## src/rtl/seq_detector_param.sv

```systemverilog
// seq_detector_param
//
// Serial pattern detector with a runtime-loadable pattern, runtime-selectable
// overlapping / non-overlapping matching and a saturating match counter.
//
// Ports
//   clk          : clock, rising edge
//   rst          : synchronous active-high reset
//   din          : serial data bit
//   din_valid    : din is sampled only when high
//   cfg_we       : load cfg_pattern / cfg_overlap (wins over sampling)
//   cfg_pattern  : new pattern, MSB is the first bit received
//   cfg_overlap  : 1 = overlapping matches, 0 = non-overlapping
//   cnt_clr      : clear the match counter
//   y            : registered one-cycle match pulse
//   match_count  : saturating match count
//   count_sat    : high while match_count is at its maximum

module seq_detector_param #(
   parameter int                 PAT_LEN   = 4,
   parameter int                 CNT_W     = 8,
   parameter logic [PAT_LEN-1:0] PAT_RESET = 4'b1011,
   parameter logic               OVL_RESET = 1'b1
) (
   input  logic               clk,
   input  logic               rst,
   input  logic               din,
   input  logic               din_valid,
   input  logic               cfg_we,
   input  logic [PAT_LEN-1:0] cfg_pattern,
   input  logic               cfg_overlap,
   input  logic               cnt_clr,
   output logic               y,
   output logic [CNT_W-1:0]   match_count,
   output logic               count_sat
);

   localparam int FILL_W = $clog2(PAT_LEN + 1);
   localparam logic [FILL_W-1:0] FILL_FULL = FILL_W'(PAT_LEN);
   localparam logic [FILL_W-1:0] FILL_MIN  = FILL_W'(PAT_LEN - 1);
   localparam logic [CNT_W-1:0]  CNT_MAX   = '1;

   logic [PAT_LEN-1:0] pat_reg;
   logic               ovl_reg;
   logic [PAT_LEN-1:0] hist;
   logic [FILL_W-1:0]  fill;

   logic               sample;
   logic [PAT_LEN-1:0] hist_next;
   logic               match;

   // The completing bit is compared before it lands in hist, so y can be
   // registered on the same edge that samples it.
   assign sample    = din_valid & ~cfg_we;
   assign hist_next = {hist[PAT_LEN-2:0], din};
   assign match     = sample && (fill >= FILL_MIN) && (hist_next == pat_reg);

   always_ff @(posedge clk) begin
      if (rst) begin
         pat_reg <= PAT_RESET;
         ovl_reg <= OVL_RESET;
         hist    <= '0;
         fill    <= '0;
         y       <= 1'b0;
      end else begin
         y <= match;
         if (cfg_we) begin
            pat_reg <= cfg_pattern;
            ovl_reg <= cfg_overlap;
            fill    <= '0;
         end else if (din_valid) begin
            hist <= hist_next;
            if (match && !ovl_reg)
               fill <= '0;
            else if (fill != FILL_FULL)
               fill <= fill + FILL_W'(1);
         end
      end
   end

   // A clear coinciding with a match leaves a count of one so the match
   // is not lost.
   always_ff @(posedge clk) begin
      if (rst)
         match_count <= '0;
      else if (cnt_clr)
         match_count <= match ? CNT_W'(1) : '0;
      else if (match && match_count != CNT_MAX)
         match_count <= match_count + CNT_W'(1);
   end

   assign count_sat = (match_count == CNT_MAX);

endmodule

```

## config.mk

```make
export PLATFORM = sky130hd
export DESIGN_NAME = seq_detector_param
export DESIGN_NICKNAME = d
export VERILOG_FILES = /design/src/rtl/seq_detector_param.sv
export SDC_FILE = /design/constraint.sdc
export NUM_CORES = 1
export LEC_CHECK = 0
export ABC_AREA = 1
export ABC_CLOCK_PERIOD_IN_PS = 1800
export CORE_MARGIN = 4
export CORE_UTILIZATION = 50
export CTS_CLUSTER_DIAMETER = 60
export CTS_CLUSTER_SIZE = 24
export DETAILED_ROUTE_END_ITERATION = 8
export GPL_ROUTABILITY_DRIVEN = 0
export PLACE_DENSITY = 0.77
export SLEW_MARGIN = 20
export SYNTH_ARGS = -nofsm -noshare
export SYNTH_HDL_FRONTEND = slang
export SYNTH_SLANG_ARGS = --single-unit
```

## constraint.sdc

```tcl
create_clock -name clk -period 1.8 [get_ports clk]
set_input_delay 0.36 -clock clk [delete_from_list [all_inputs] [get_ports clk]]
set_output_delay 0.36 -clock clk [all_outputs]
set_load 0.02 [all_outputs]
```

==> results of run 1 <==
cells by family (layout without fill, tap and decap cells):
logic type	count (synthesis)	count (layout)	synth area share (%)
flip-flops	20	20	36.99
buffers and inverters	25	64	8.671
AND/OR/NAND/NOR	78	78	36.88
XOR/XNOR	2	2	1.619
adder cells (fa/ha/maj)	4	4	4.624
AO/OA/AOI/OAI	23	23	11.21
synth_stat cells:
cell       n
nand2_2    3
nor2_1    24
a31oi_1    1
xor2_1     2
ha_1       4
nand3b_1   1
nor3_1     3
nand3_4    1
o21bai_1   1
inv_1     21
o21ai_0   11
a21boi_1   1
nor2_4     2
inv_2      2
nand3_2    1
dfxtp_1   20
nor3_2     1
o21ai_1    1
nand2_4    1
a21oi_1    8
nand2_1   31
clkbuf_1   2
nand3_1    8
nor2_8     2
stage by stage:
stage	area [sq um]	total power, uW	setup WS (ns)	std cells
after CTS	1493	850.6	0.002656	218
after global routing	1496	889.0	-0.02743	218
after global placement	1429	586.5	-0.05553	213
final	1496	846.7	0.06816	218
after detailed placement	1429	591.7	-0.1192	213
after floorplan	1082	542.7	0.1949	152
power groups by stage:
stage	registers [uW]	clock network (uW)	logic (uW)
2_1_floorplan	475	0	67.8
3_3_place_gp	477	0	110
3_5_place_dp	477	0	114
4_1_cts	467	268	115
5_1_grt	470	291	128
6_report	467	265	115
cell usage in the layout, fill, tap and decap left out, types with 2 or more instances in the layout:
cell             netlist  layout
dfxtp_2                0       3
nand3_1                8       7
dfxtp_1               20      17
inv_2                  2       2
nor2_4                 2       2
nand2_2                3       4
nor2_1                24      24
xor2_1                 2       2
a21oi_1                8       8
nand2_1               31      30
ha_1                   4       3
buf_4                  0      17
nor3_1                 3       3
clkdlybuf4s50_1        0      18
nor2_8                 2       2
nand3_2                1       2
o21ai_0               11      11
inv_1                 21      21
clkbuf_4               0       3
worst max-delay path: cells and delay by family (launching register included):
kind,cells,cell delay (ns)
simple gates,3,0.36
fa+ha+maj,1,0.18
flops,1,0.35
buf+inv,2,0.19
per-layer routing:
metal  vias to the layer above  part of all wire [%]  wire, um
li1                        555                     -         -
met1                       478                    45      1066
met2                        27                    49      1162
met3                         6                   4.3       101
met4                         0                   1.8        43
met5                         -                     0         0
cell type report:
class                      count  area (sq um)  share of cell area [%]
multi-input combinational    107         604.3                   40.38
timing repair buffer          37         331.6                   22.16
inverter                      23         86.33                   5.769
clock buffer                   4         36.28                   2.425
tap                           27         33.78                   2.258
sequential                    20         404.1                   27.01
worst paths after layout:
kind,startpoint,to,depth (start not counted)
worst max-delay path,match_count[1],count_sat,6
worst min register to register,ovl_reg,ovl_reg,2
worst min-delay path,ovl_reg,ovl_reg,2
worst max register to register,fill[1],fill[1],11
timing repair:
item                       CTS  global route
setup buffers                1             0
setup endpoints to repair    1             5
pin swaps                    2             1
resized for setup           12             2
==> metrics.cfg, run 1 <==
[final_layout]
drive_above_1_share_pct = 21.47
largest_reg_flops = 8
finalNetCount = 207
nFillCells = 159
diodes = 0
final_util_pct = 74.75
synthToLayoutAreaGrowth_pct = 38.27

[clock_tree]
htree_levels = 1
cts_hold_buf = 0
cts_tree = built
clock-sinks = 20
cts_buffers = 3
clockBufferDepth = 2
cts-root-buf = clkbuf_4
clk_pin_slew_ns = 0.12
clk_latency_ns = 0.30

[yosys]
syn_avg_cell_area_sq_um = 7.120
synth_largest_area_cell = dfxtp_1
ys_types = 24
ys_seq_elements = 20
synth_cells = 152
synthDominantCellAreaShare_pct = 36.99
yosys_warnings = 0
synth_area_leaders = dfxtp_1, nand2_1, nor2_1, inv_1, o21ai_0
ys_seq_area_share_pct = 36.99
synth_nets = 167
synthesis.area_sq_um = 1082

[critical_path]
worstPathMaxFanout = 2
r2r_slack_ns = 0.18
crit_path_top_delay_cell = dfxtp_2
end_kind = output port
path_class = flop to output port
worstPathRequired_ns = 1.44
crit_path_max_incr_delay_ns = 0.35
cp.arrival_ns = 1.37
worstSetupStartpointType = flop
crit_chain = ha_2 > nand2_2 > nor3_4 > nand3_2 > inv_2 > buf_6

[timing]
finalSetupViolCount = 0
skew_ns = 0.003885
rsz0062_at_grt = yes
hold_viol = 0
fin_crit_ns = 1.732
setup_tns_ns = 0
slew_headroom_pct = 75.02
worstMarginPinSlew_ns = 0.3733
drv_slew = 0
timing.hold.ws_ns = 0.4870
max_freq_mhz = 577.4
min_period_over_period_pct = 96.21

[power_and_ir_drop]
power.net_switching_uw = 213.9
max-vdd-ir-drop_mv = 0.4463
netSwitchingFraction_pct = 25.26
sequentialPowerShare_pct = 55.2
p_per_area_nw_per_um2 = 565.8
intPower_uw = 632.8
clkPwrFrac_pct = 31.2
static-leakage-power_uw = 0.0007262
power_frac_comb_pct = 13.6

[floorplanning]
die_height_um = 54.53
die_w_um = 54.53
core_sq_um = 2002
start_util_pct = 54.06
boundaryPins = 21
fp.dieArea_sq_um = 2973
row_count = 16

[job]
cap_violations = 0

[grt]
grt_max_degree = 13
grt_overflow = 0
busiest_layer = met2
grtUsageMet2_pct = 31.27
antenna_found_initial = 0
grt.total_usage_pct = 18.25
use_met3_pct = 2.452
grt_pass1_vias = 974
grt_pass1_wl_mm = 3.898
grt_use_met1_pct = 22.30

[min_path]
hold_class = flop to flop

[route]
wire_per_inst_um = 10.89
dr.first_iter.drc_count = 24
viasPerCell = 4.890
num_vias = 1066
routed_wl_mm = 2.374
ant_nets = 0
drc = 0
firstDrtPassIters = 4

[placement]
hpwl_mm = 1.859
portBuffers = 20

[run_status]
status = finished, final reports clean

(Power assumes the default switching activity.)
==> run 2: changes to the inputs <==
==> constraint.sdc (replaced) <==
create_clock -name clk -period 1.8 [get_ports clk]
set_input_delay 0.36 -clock clk [delete_from_list [all_inputs] [get_ports clk]]
set_output_delay 0.36 -clock clk [all_outputs]
set_load 0.1 [all_outputs]
==> metrics.cfg, run 2 (same netlist as run 1, synthesis figures left out) <==
[floorplanning]
row_count = 16
boundaryPins = 21
fp.dieArea_sq_um = 2973
die_w_um = 54.53
start_util_pct = 54.06
die_height_um = 54.53
core_sq_um = 2002

[route]
wire_per_inst_um = 12.81
drc = 0
viasPerCell = 5.065
firstDrtPassIters = 4
ant_nets = 0
num_vias = 1084
dr.first_iter.drc_count = 26
routed_wl_mm = 2.741

[job]
cap_violations = 0

[grt]
grt_overflow = 0
grt_max_degree = 13
grt_pass1_wl_mm = 4.367
grt.total_usage_pct = 21.01
antenna_found_initial = 0
grt_pass1_vias = 996

[placement]
portBuffers = 20
pre_cts_ws_ns = -0.1035
hpwl_mm = 2.036
place_area_sq_um = 1513

[final_layout]
fin_area_sq_um = 1619
seq_area_sq_um = 427.9
diodes = 0
largest_reg_flops = 8
final_common_cell = nand2_1
mostFrequentLayoutCells = nand2_1, nor2_1, inv_1
multi_input_area_sq_um = 629.4
finalNetCount = 203
drive_above_1_share_pct = 28.88
nFillCells = 143
synthToLayoutAreaGrowth_pct = 49.60

[timing]
fin_crit_ns = 1.826
skew_ns = 0.003624
worstMarginPinSlew_ns = 0.4316
slew_headroom_pct = 71.12
timing.hold.ws_ns = 0.4916
drv_slew = 0
hold_viol = 0
rsz0062_at_grt = yes
min_period_over_period_pct = 101.4
finalSetupViolCount = 1
max_freq_mhz = 547.6
fin_ws_ns = -0.02610

[clock_tree]
clock-sinks = 20
htree_levels = 1
clockBufferDepth = 2
cts_tree = built
cts_buffers = 3
cts_hold_buf = 0
clk_pin_slew_ns = 0.11
cts-root-buf = clkbuf_4
clk_latency_ns = 0.30

[critical_path]
cp.depth = 6
cp.arrival_ns = 1.47
path_class = flop to output port
crit_buf_inv = 2
worstPathRequired_ns = 1.44
end_kind = output port
crit_chain = ha_4 > nand2_4 > nor3_4 > nand3_4 > inv_8 > buf_12
crit_path_top_delay_cell = dfxtp_4
crit_path_max_incr_delay_ns = 0.41
rr_worst_depth = 12
crit_family = flip-flops
worstSetupStartpointType = flop
worstPathMaxFanout = 4

[power_and_ir_drop]
max-vdd-ir-drop_mv = 0.4463
static-leakage-power_uw = 0.0007522
p_per_area_nw_per_um2 = 519.0

[min_path]
whs_path_depth = 2
hold_class = flop to flop

[run_status]
violations = setup timing
status = complete, but fails checks

-- run 2: worst register-to-register path, cell delays in order (launching register included) --
cell and delay (ns):
dfxtp_2 0.36, ha_1 0.15, ha_1 0.14, nor2_1 0.04, nand2_1 0.11, nand3_4 0.10
nor2_8 0.13, nand2_4 0.09, nor2_8 0.17, buf_4 0.13, nand2_1 0.05, nand2_1 0.06
a21boi_1 0.05
-- run 2: what timing repair did --
action | CTS | global route
gates resized for setup | 5 | 4
buffers inserted | 3 | 3
hold endpoints to repair | 0 | 0
endpoints found under the setup margin | 1 | 5
pin swaps | 4 | 2
-- run 2: metrics by stage --
step	instances	TNS [ns]	total power (uW)	util (%)
final	214	-0.02610	840.4	80.88
after global routing	214	-0.09488	885.8	80.88
after CTS	211	-0.1024	844.0	79.13
after detailed placement	204	-0.3097	583.7	75.56
after global placement	204	-0.01785	578.1	75.56
after floorplan	152	0	534.2	-
-- run 2: power by group --
group	leakage, uW	internal [uW]	switching, uW	total, uW
sequential	0.000170	449	9.76	459
combinational	0.000561	53.1	65.2	118
clock	0.0000210	123	140	263
total	0.000752	625	215	840
-- run 2: area by class of cell --
class                   count  share of cell area [%]
multi-input cells         107                   38.87
flip-flops and latches     20                   26.43
repair buffers             33                   24.58
inverters                  23                   5.796
clock buffers               4                   2.241
well taps                  27                   2.087
-- run 2: worst paths after layout --
| path | from | endpoint | slack (ns) |
|---|---|---|---|
| setup / recovery | match_count[0] | count_sat | -0.03 |
| hold / removal | hist[0] | hist[1] | 0.49 |
| setup reg to reg | fill[0] | match_count[3] | 0.13 |
| hold reg to reg | hist[0] | hist[1] | 0.49 |
-- run 2: per-layer routing --
| layer | GRT usage (%) | wire length (um) | up-vias | part of all wire [%] |
|---|---|---|---|---|
| li1 | - | - | 547 | - |
| met1 | 23.24 | 1134 | 511 | 41 |
| met2 | 37.65 | 1446 | 20 | 53 |
| met3 | 5.177 | 106 | 6 | 3.9 |
| met4 | 9.129 | 54 | 0 | 2.0 |
| met5 | 0 | 0 | - | 0 |
